**src/rtl/jt08_adpcmb_enc_if.sv**
```systemverilog
// Sample stream and RAM write bus of the ADPCM-B encoder.
// master: encoder side (accepts PCM samples, drives nibbles and RAM writes).
// slave : environment side (sample source, RAM arbiter, nibble monitor).
interface jt08_adpcmb_enc_if;
    logic signed [15:0] pcm_in;
    logic               pcm_valid;
    logic               pcm_ready;
    logic        [3:0]  nibble_out;
    logic               nibble_valid;
    logic        [20:0] addr;
    logic        [7:0]  ram_dout;
    logic               ram_wr_n;
    logic               busy;

    modport master (
        input  pcm_in, pcm_valid,
        output pcm_ready, nibble_out, nibble_valid, addr, ram_dout, ram_wr_n, busy
    );

    modport slave (
        output pcm_in, pcm_valid,
        input  pcm_ready, nibble_out, nibble_valid, addr, ram_dout, ram_wr_n, busy
    );
endinterface

```
**src/rtl/jt08_adpcmb_enc.sv**
```systemverilog
// ADPCM-B encoder: quantises signed 16-bit PCM into Yamaha ADPCM-B nibbles,
// tracking the same predictor (x) and step size (delta) as the playback
// decoder, packs two nibbles per byte (high first) and writes the bytes to
// ADPCM RAM between astart and astop.
module jt08_adpcmb_enc #(
    parameter int WRWAIT = 2
) (
    input  logic        clk,
    input  logic        rst,
    input  logic        cen,
    input  logic        enc_on,
    input  logic [20:0] astart,
    input  logic [20:0] astop,
    input  logic        arepeat,
    input  logic        clr_eos,
    output logic        eos,
    jt08_adpcmb_enc_if.master bus
);
    localparam int DATA_W = 16;
    localparam int WCNT_W = (WRWAIT > 1) ? $clog2(WRWAIT) : 1;
    localparam logic [WCNT_W-1:0] WCNT_LAST = WCNT_W'(WRWAIT - 1);
    localparam logic [14:0] DELTA_MIN = 15'd127;
    localparam logic [14:0] DELTA_MAX = 15'd24576;

    typedef enum logic [2:0] {
        ST_IDLE,
        ST_QUANT,
        ST_UPDATE,
        ST_WRITE,
        ST_POST,
        ST_DONE
    } state_t;

    state_t state, state_nx;

    // Control / architectural state
    logic                     enc_on_q;
    logic                     half;
    logic [WCNT_W-1:0]        wcnt;
    logic signed [DATA_W-1:0] x;
    logic [14:0]              delta;
    logic [3:0]               nibble_out;
    logic                     nibble_valid;
    logic [20:0]              addr;
    logic [7:0]               ram_dout;
    logic                     ram_wr_n;
    logic                     busy;
    logic                     pcm_ready;

    // Datapath registers (no reset needed: always written before use)
    logic signed [DATA_W-1:0] pcm_p0;
    logic [2:0]               l_p1;
    logic                     sgn_p1;
    logic [3:0]               held;

    logic                     accept;
    logic                     at_stop;
    logic                     wr_last;

    logic signed [16:0]       diff;
    logic [16:0]              mag;
    logic [16:0]              dl17;
    logic [16:0]              rem1;
    logic [16:0]              rem2;
    logic                     q2;
    logic                     q1;
    logic                     q0;

    logic [18:0]              step_prod;
    logic [15:0]              step_d;
    logic signed [17:0]       x_sum;
    logic signed [DATA_W-1:0] x_nx;
    logic [21:0]              delta_prod;
    logic [14:0]              delta_nx;

    function automatic logic signed [DATA_W-1:0] sat_x(input logic signed [17:0] v);
        if (v > 18'sd32767)
            return 16'sh7fff;
        else if (v < -18'sd32768)
            return 16'sh8000;
        else
            return $signed(v[15:0]);
    endfunction

    function automatic logic [14:0] sat_delta(input logic [15:0] v);
        if (v < 16'(DELTA_MIN))
            return DELTA_MIN;
        else if (v > 16'(DELTA_MAX))
            return DELTA_MAX;
        else
            return v[14:0];
    endfunction

    function automatic logic [7:0] step_mult(input logic [2:0] l);
        case (l)
            3'd4:    return 8'd77;
            3'd5:    return 8'd102;
            3'd6:    return 8'd128;
            3'd7:    return 8'd153;
            default: return 8'd57;
        endcase
    endfunction

    // A rising edge of enc_on must be seen (enc_on_q high) before samples flow,
    // so the first accepted sample always follows initialisation.
    assign pcm_ready = (state == ST_IDLE) && enc_on && enc_on_q;
    assign accept    = cen && bus.pcm_valid && pcm_ready;
    assign at_stop   = (addr == astop);
    assign wr_last   = (wcnt == WCNT_LAST);

    // Quantiser: successive-approximation of |pcm - x| against delta, delta/2, delta/4
    always_comb begin
        diff = $signed({pcm_p0[15], pcm_p0}) - $signed({x[15], x});
        mag  = diff[16] ? $unsigned(-diff) : $unsigned(diff);
        dl17 = {2'b00, delta};
        q2   = (mag >= dl17);
        rem1 = q2 ? (mag - dl17) : mag;
        q1   = (rem1 >= (dl17 >> 1));
        rem2 = q1 ? (rem1 - (dl17 >> 1)) : rem1;
        q0   = (rem2 >= (dl17 >> 2));
    end

    // Predictor / step-size update, mirrors the decoder's reconstruction
    always_comb begin
        step_prod  = 19'({l_p1, 1'b1}) * 19'(delta);
        step_d     = step_prod[18:3];
        x_sum      = sgn_p1 ? ($signed({{2{x[15]}}, x}) - $signed({2'b00, step_d}))
                            : ($signed({{2{x[15]}}, x}) + $signed({2'b00, step_d}));
        x_nx       = sat_x(x_sum);
        delta_prod = 22'(delta) * 22'(step_mult(l_p1));
        delta_nx   = sat_delta(delta_prod[21:6]);
    end

    // FSM state register
    always_ff @(posedge clk or posedge rst) begin
        if (rst)
            state <= ST_IDLE;
        else
            state <= state_nx;
    end

    // FSM next-state logic
    always_comb begin
        state_nx = state;
        if (cen) begin
            case (state)
                ST_IDLE:   if (bus.pcm_valid && pcm_ready) state_nx = ST_QUANT;
                ST_QUANT:  state_nx = enc_on ? ST_UPDATE : ST_IDLE;
                ST_UPDATE: state_nx = (enc_on && half) ? ST_WRITE : ST_IDLE;
                ST_WRITE:  if (wr_last) state_nx = ST_POST;
                ST_POST:   state_nx = (at_stop && !arepeat) ? ST_DONE : ST_IDLE;
                ST_DONE:   if (!enc_on) state_nx = ST_IDLE;
                default:   state_nx = ST_IDLE;
            endcase
        end
    end

    // Predictor state, nibble output, byte packing, RAM strobe and address walk
    always_ff @(posedge clk or posedge rst) begin
        if (rst) begin
            enc_on_q     <= 1'b0;
            half         <= 1'b0;
            wcnt         <= '0;
            x            <= '0;
            delta        <= DELTA_MIN;
            nibble_out   <= '0;
            nibble_valid <= 1'b0;
            addr         <= '0;
            ram_dout     <= '0;
            ram_wr_n     <= 1'b1;
            busy         <= 1'b0;
            eos          <= 1'b0;
        end else if (cen) begin
            enc_on_q     <= enc_on;
            nibble_valid <= 1'b0;
            case (state)
                ST_IDLE, ST_QUANT: begin
                    if (!enc_on) half <= 1'b0;
                end
                ST_UPDATE: begin
                    if (!enc_on) begin
                        half <= 1'b0;
                    end else begin
                        x            <= x_nx;
                        delta        <= delta_nx;
                        nibble_out   <= {sgn_p1, l_p1};
                        nibble_valid <= 1'b1;
                        half         <= ~half;
                        if (half) begin
                            ram_dout <= {held, sgn_p1, l_p1};
                            ram_wr_n <= 1'b0;
                            busy     <= 1'b1;
                            wcnt     <= '0;
                        end
                    end
                end
                ST_WRITE: begin
                    if (wr_last) begin
                        ram_wr_n <= 1'b1;
                        busy     <= 1'b0;
                    end else begin
                        wcnt <= wcnt + WCNT_W'(1);
                    end
                end
                ST_POST: begin
                    if (at_stop) begin
                        if (arepeat) addr <= astart;
                    end else begin
                        addr <= addr + 21'd1;
                    end
                end
                default: ;
            endcase
            // Setting eos wins over a simultaneous clear
            if (state == ST_POST && at_stop)
                eos <= 1'b1;
            else if (clr_eos)
                eos <= 1'b0;
            // Re-initialisation on enc_on rising edge; eos deliberately untouched
            if (enc_on && !enc_on_q) begin
                addr  <= astart;
                x     <= '0;
                delta <= DELTA_MIN;
                half  <= 1'b0;
            end
        end
    end

    // Sample capture, quantiser result and pending high nibble
    always_ff @(posedge clk) begin
        if (accept)
            pcm_p0 <= bus.pcm_in;
        if (cen && state == ST_QUANT) begin
            l_p1   <= {q2, q1, q0};
            sgn_p1 <= diff[16];
        end
        if (cen && state == ST_UPDATE && enc_on && !half)
            held <= {sgn_p1, l_p1};
    end

    assign bus.pcm_ready    = pcm_ready;
    assign bus.nibble_out   = nibble_out;
    assign bus.nibble_valid = nibble_valid;
    assign bus.addr         = addr;
    assign bus.ram_dout     = ram_dout;
    assign bus.ram_wr_n     = ram_wr_n;
    assign bus.busy         = busy;
endmodule

```
**src/flat_wrapper.sv**
```systemverilog
// flat-port wrapper written by rule: the top's interface ports become plain ports
module jt08_adpcmb_enc_flat 
#(
    parameter int WRWAIT = 2
)
  (clk, rst, cen, enc_on, astart, astop, arepeat, clr_eos, eos, bus_pcm_in, bus_pcm_valid, bus_pcm_ready, bus_nibble_out, bus_nibble_valid, bus_addr, bus_ram_dout, bus_ram_wr_n, bus_busy);
  jt08_adpcmb_enc_if bus_i ();
  input  logic clk;
  input  logic rst;
  input  logic cen;
  input  logic enc_on;
  input  logic [20:0] astart;
  input  logic [20:0] astop;
  input  logic arepeat;
  input  logic clr_eos;
  output logic eos;
  input wire logic [$bits(bus_i.pcm_in)-1:0] bus_pcm_in;
  input wire logic [$bits(bus_i.pcm_valid)-1:0] bus_pcm_valid;
  output wire logic [$bits(bus_i.pcm_ready)-1:0] bus_pcm_ready;
  output wire logic [$bits(bus_i.nibble_out)-1:0] bus_nibble_out;
  output wire logic [$bits(bus_i.nibble_valid)-1:0] bus_nibble_valid;
  output wire logic [$bits(bus_i.addr)-1:0] bus_addr;
  output wire logic [$bits(bus_i.ram_dout)-1:0] bus_ram_dout;
  output wire logic [$bits(bus_i.ram_wr_n)-1:0] bus_ram_wr_n;
  output wire logic [$bits(bus_i.busy)-1:0] bus_busy;
  assign bus_i.pcm_in = bus_pcm_in;
  assign bus_i.pcm_valid = bus_pcm_valid;
  assign bus_pcm_ready = bus_i.pcm_ready;
  assign bus_nibble_out = bus_i.nibble_out;
  assign bus_nibble_valid = bus_i.nibble_valid;
  assign bus_addr = bus_i.addr;
  assign bus_ram_dout = bus_i.ram_dout;
  assign bus_ram_wr_n = bus_i.ram_wr_n;
  assign bus_busy = bus_i.busy;
  jt08_adpcmb_enc #(.WRWAIT(WRWAIT)) u_core (.clk(clk), .rst(rst), .cen(cen), .enc_on(enc_on), .astart(astart), .astop(astop), .arepeat(arepeat), .clr_eos(clr_eos), .eos(eos), .bus(bus_i));
endmodule
```
**config.mk**
```make
export PLATFORM = sky130hd
export DESIGN_NAME = jt08_adpcmb_enc_flat
export DESIGN_NICKNAME = d
export VERILOG_FILES = /design/src/rtl/jt08_adpcmb_enc_if.sv /design/src/rtl/jt08_adpcmb_enc.sv /design/src/flat_wrapper.sv
export SDC_FILE = /design/constraint.sdc
export NUM_CORES = 1
export LEC_CHECK = 0
export BUFFER_PORTS_ARGS = -buffer_cell sky130_fd_sc_hd__buf_2
export CORE_MARGIN = 1
export CORE_UTILIZATION = 34
export CTS_BUF_LIST = sky130_fd_sc_hd__clkbuf_16
export DETAILED_ROUTE_END_ITERATION = 8
export PLACE_DENSITY = 0.53
export SETUP_SLACK_MARGIN = 0.15
export SYNTH_ARGS = -nofsm -noshare
export SYNTH_HDL_FRONTEND = slang
export SYNTH_SLANG_ARGS = --single-unit
```
**constraint.sdc**
```tcl
create_clock -name clk -period 23.7 [get_ports clk]
set_input_delay 4.74 -clock clk [delete_from_list [all_inputs] [get_ports clk]]
set_output_delay 4.74 -clock clk [all_outputs]
set_load 0.02 [all_outputs]
```
==> results.toml, run 1 <==
[logic_synthesis]
synthArstFlopShare = 0.755
synth_fp_nets = 2054
synth_edf_count = 24
ys.warnings.count = 0
synth_cell_type_count = 80
syn_area_um2 = 14300
ys_dominant_reg_cell = "dfrtp_1"
ys_seq_area_frac = 0.180
netlist_instances = 1746
ys_ff_latch = 98
syn_avg_cell_area_um2 = 8.21

[outcome]
outcome = "finished, final reports clean"

[drt]
via_count = 12700
first_pass_iters = 5
routedWlPerCell_um = 17.3
first_iter_violations = 667
route.detailed.drc = 0
routed_wirelength_um = 40400
viasPerCell = 5.40
ant_nets = 0

[timing]
rsz0062_at_grt = "no"
fin_crit_sh = 0.495
worstMarginPinSlew_ps = 1140
slew_headroom = 0.234
fin_skew_ps = 9.22
drv_slew = 0
setup_violations = 0
max_freq_mhz = 85.2
finalCriticalPeriod_ps = 11740
hold_viol = 0
fin_tns_setup_ps = 0

[critical_path]
cpLargestDelayFamily = "compound AO/OA/AOI/OAI gates"
critical_path_class = "reg -> reg"
end_kind = "flip-flop"
path_max_fanout = 25
max_stage_delay_ps = 870
worstSetupStartpointType = "flip-flop"
path_buf_inv = 3
worstPathArrival_ps = 11860
worst_path_max_delay_cell = "nor3_2"
crit_required_ps = 23820

[clock_tree]
cts_resized = 0
h-tree-depth = 3
cts_tree = "done"
cts_setup_buffers = 0
root_buffer = "clkbuf_16"
clk_latency_ps = 380
clkSinkCount = 98
cts_made_buffers = 9
clk_transition_reported_paths_ps = 80
hold_buffers = 0
cts_max_path_buffers = 2

[floorplan]
io_pins = 103
initial_core_util = 0.348
design.core.area_um2 = 41200
die_area_um2 = 43000
die_x_um = 207
die_h_um = 207
row_count = 74

[cells_and_area]
areaGrowthSynthToFinish_pct = 9.24
fin_nets = 2114
final_common_cell = "nand2_1"
drive_gt1_frac = 0.103
diodes = 0
mostFrequentLayoutCells = "nand2_1 (201), inv_1 (194), ha_1 (137), a21oi_1 (121), nor2_1 (108)"

[grt]
first_global_vias = 12400
grt_max_degree = 75
grt_remaining_overflow = 0
grt_pass1_wl_um = 65800
antenna_found_initial = 0
grtUsageTotal = 0.190

[placed_design]
gp_congestion = 0.880
dp_hpwl_um = 32600
io_buffers = 102

[job]
drv_cap = 0

[min_path]
hold_path_class = "reg -> reg"
## sequential cells by signal, summed over array words and instances (netlist names), 3 cells and up
name	flops
u_core.bus.addr	21
u_core.pcm_p0	16
u_core.x	16
u_core.delta	15
u_core.bus.ram_dout	8
u_core.bus.nibble_out	4
u_core.held	4
u_core.l_p1	3
u_core.state	3
## worst paths after layout
check,startpoint,to,slack (ps),cells after the start
min,u_core.bus.ram_wr_n,u_core.bus.ram_wr_n,480,2
max,u_core.x[0],u_core.l_p1[0],11960,48
min reg2reg,u_core.bus.ram_wr_n,u_core.bus.ram_wr_n,480,2
max in group asynchronous,rst,u_core.delta[7],18320,3
min in group asynchronous,rst,u_core.bus.busy,4670,3
max reg2reg,u_core.x[0],u_core.l_p1[0],11960,48
## stage by stage
stage	hold slack (ps)	instances	area, µm²	utilization	worst slack [ps]
5_1_grt	491	2343	15700	0.380	10850
2_1_floorplan	424	1746	14300	-	13810
4_1_cts	485	2343	15700	0.380	12070
3_5_place_dp	466	2327	15300	0.373	12140
6_report	477	2343	15700	0.380	11960
3_3_place_gp	458	2327	15300	0.373	12410
## tightest hold or removal path: cells and delay by family (launching register included)
| family | cells | cell delay, ps |
|---|---|---|
| compound gates | 1 | 50 |
| buf+inv | 1 | 50 |
| flops | 1 | 380 |
## routing by layer
metal / up-vias / GRT usage / routed length [µm]
met5: - / 0 / 0
met4: 0 / 0.0558 / 923
met3: 49 / 0.0198 / 1860
met2: 312 / 0.315 / 18700
met1: 6113 / 0.260 / 18900
li1: 6187 / - / -
## Yosys cell counts, types with 28 or more instances
library cell | count | area (µm²)
nand3_1 | 48 | 240
nand2_1 | 201 | 754
clkbuf_1 | 58 | 218
nor2b_1 | 31 | 194
a21oi_1 | 122 | 611
inv_1 | 195 | 732
xor2_1 | 36 | 315
and2_1 | 28 | 175
xnor2_1 | 77 | 674
dfrtp_1 | 66 | 1650
ha_1 | 137 | 1710
fa_1 | 106 | 2120
nor2_1 | 108 | 405
o21ai_0 | 81 | 405
nor3_1 | 33 | 165
## final cells by class
class                           count  area, µm²
Timing Repair Buffer              114        601
Inverter                          197        741
Multi-Input combinational cell   1386      10800
Sequential cell                    98       2580
Clock inverter                      7       81.3
Clock buffer                        9        225
Tap cell                          532        666
Fill cell                        4233      25500
## cells by family after synthesis
family	count (synthesis)	synth area share
AOI/OAI and AO/OA	415	0.190
xor gates and xnor gates	114	0.0702
adders and majority gates	243	0.268
buffers and inverters	262	0.0693
DFF	98	0.180
muxes	36	0.0276
and+or+nand+nor	578	0.195
Power of run 1 is left out: the tool's default activity adds up to more than one toggle a clock period on the data nets, which glitch-free logic cannot reach.
==> inputs of run 2 (changes only) <==
==> constraint.sdc (replaced) <==
create_clock -name clk -period 11.9 [get_ports clk]
set_input_delay 2.38 -clock clk [delete_from_list [all_inputs] [get_ports clk]]
set_output_delay 2.38 -clock clk [all_outputs]
set_load 0.02 [all_outputs]
==> results.toml, run 2 (synthesis gave the netlist of run 1 again) <==
[outcome]
outcome = "finished, final reports clean"

[timing]
finalCriticalPeriod_ps = 10590
drv_slew = 0
fin_skew_ps = 9.85
worstMarginPinSlew_ps = 991
hold_viol = 0
max_freq_mhz = 94.4
holdWs_ps = 478
worst_slack_ps = 1310
rsz0062_at_grt = "no"
fin_crit_sh = 0.890
slew_headroom = 0.337
setup_violations = 0
fin_tns_setup_ps = 0

[cells_and_area]
final_common_cell = "nand2_1"
largestRegisters = "u_core.bus.addr (21), u_core.pcm_p0 (16), u_core.x (16)"
largest_register_ff_count = 21
drive_gt1_frac = 0.104
fillers = 4250
multi_input_area_um2 = 10800
areaGrowthSynthToFinish_pct = 9.51
seq_area_um2 = 2580
top_register = "u_core.bus.addr"
mostFrequentLayoutCells = "nand2_1 (201), inv_1 (194), ha_1 (137), a21oi_1 (121), nor2_1 (108)"
diodes = 0
fin_nets = 2116

[placed_design]
gp_congestion = 0.894
post-place-ws_ps = 1210
io_buffers = 102
dp_hpwl_um = 33100

[floorplan]
design.core.area_um2 = 41200
die_area_um2 = 43000
die_h_um = 207
io_pins = 103
initial_core_util = 0.348
die_x_um = 207
row_count = 74

[drt]
viasPerCell = 5.45
first_pass_iters = 5
routedWlPerCell_um = 17.4
route.detailed.drc = 0
first_iter_violations = 768
ant_nets = 0
via_count = 12800
routed_wirelength_um = 40900

[critical_path]
end_kind = "flip-flop"
worst_path_max_delay_cell = "dfrtp_1"
path_max_fanout = 25
r2r_cells = 50
max_stage_delay_ps = 410
crit_required_ps = 12010
worstSetupStartpointType = "flip-flop"
worstPathArrival_ps = 10700
critical_path_class = "reg -> reg"

[min_path]
whs_path_depth = 1
hold_path_class = "reg -> reg"

[clock_tree]
clkSinkCount = 98
root_buffer = "clkbuf_16"
cts_made_buffers = 9
cts_tree = "done"
cts_max_path_buffers = 2
cts_setup_buffers = 0
clk_latency_ps = 370
h-tree-depth = 3
clk_transition_reported_paths_ps = 80

[grt]
grt_max_degree = 56
grt_pass1_wl_um = 67300
antenna_found_initial = 0
first_global_vias = 12700
grtUsageTotal = 0.194
grt_remaining_overflow = 0

[job]
drv_cap = 0
run 2: changes by cell type in the layout (fill, tap and decap cells not counted):
cell,change
clkinv_4,-3
buf_4,+2
clkinvlp_4,+2
a211oi_1,-1
a211oi_2,+1
bufinv_16,+1
run 2: worst paths after layout:
kind	slack [ps]	to	start
hold / removal	480	u_core.bus.ram_dout[5]	u_core.held[1]
max in group asynchronous	8770	u_core.delta[8]	rst
hold reg to reg	480	u_core.bus.ram_dout[5]	u_core.held[1]
min in group asynchronous	2070	u_core.x[8]	rst
setup / recovery	1310	u_core.l_p1[0]	u_core.x[0]
setup reg to reg	1310	u_core.l_p1[0]	u_core.x[0]
run 2: through the flow:
| step | instances | area, µm² | util |
|---|---|---|---|
| finish | 2345 | 15700 | 0.381 |
| global route | 2345 | 15700 | 0.381 |
| CTS | 2345 | 15700 | 0.381 |
| detailed placement | 2329 | 15400 | 0.373 |
| global placement | 2329 | 15400 | 0.373 |
| floorplan | 1746 | 14300 | - |
run 2: worst max-delay path: cells and delay by family (launching register included):
| family | cells | cell delay [ps] |
|---|---|---|
| muxes | 2 | 770 |
| adders and majority gates | 5 | 1400 |
| and+or+nand+nor | 14 | 1860 |
| buffers and inverters | 5 | 860 |
| AOI/OAI and AO/OA | 24 | 5050 |
| DFF | 1 | 410 |
run 2: layer usage:
metal,vias to the layer above,routed length (µm),track usage,part of all wire
met5,-,0,0,0
met4,0,758,0.0417,0.019
met3,47,2060,0.0221,0.050
met2,383,19000,0.330,0.46
met1,6139,19100,0.264,0.47
li1,6204,-,-,-
run 2: repair_timing:
action	4_1_cts	5_1_grt
endpoints found under the setup margin	0	1
gates resized for setup	0	1
hold buffers	0	0
hold endpoints to repair	0	0
run 2: area by class of cell:
class,instances,area share
clock buffer,9,0.0144
tap,532,0.0424
multi-input combinational,1386,0.686
sequential,98,0.165
timing repair buffer,116,0.0392
inverter,197,0.0472
clock inverter,7,0.00638
Power of run 2 is left out for the same reason.
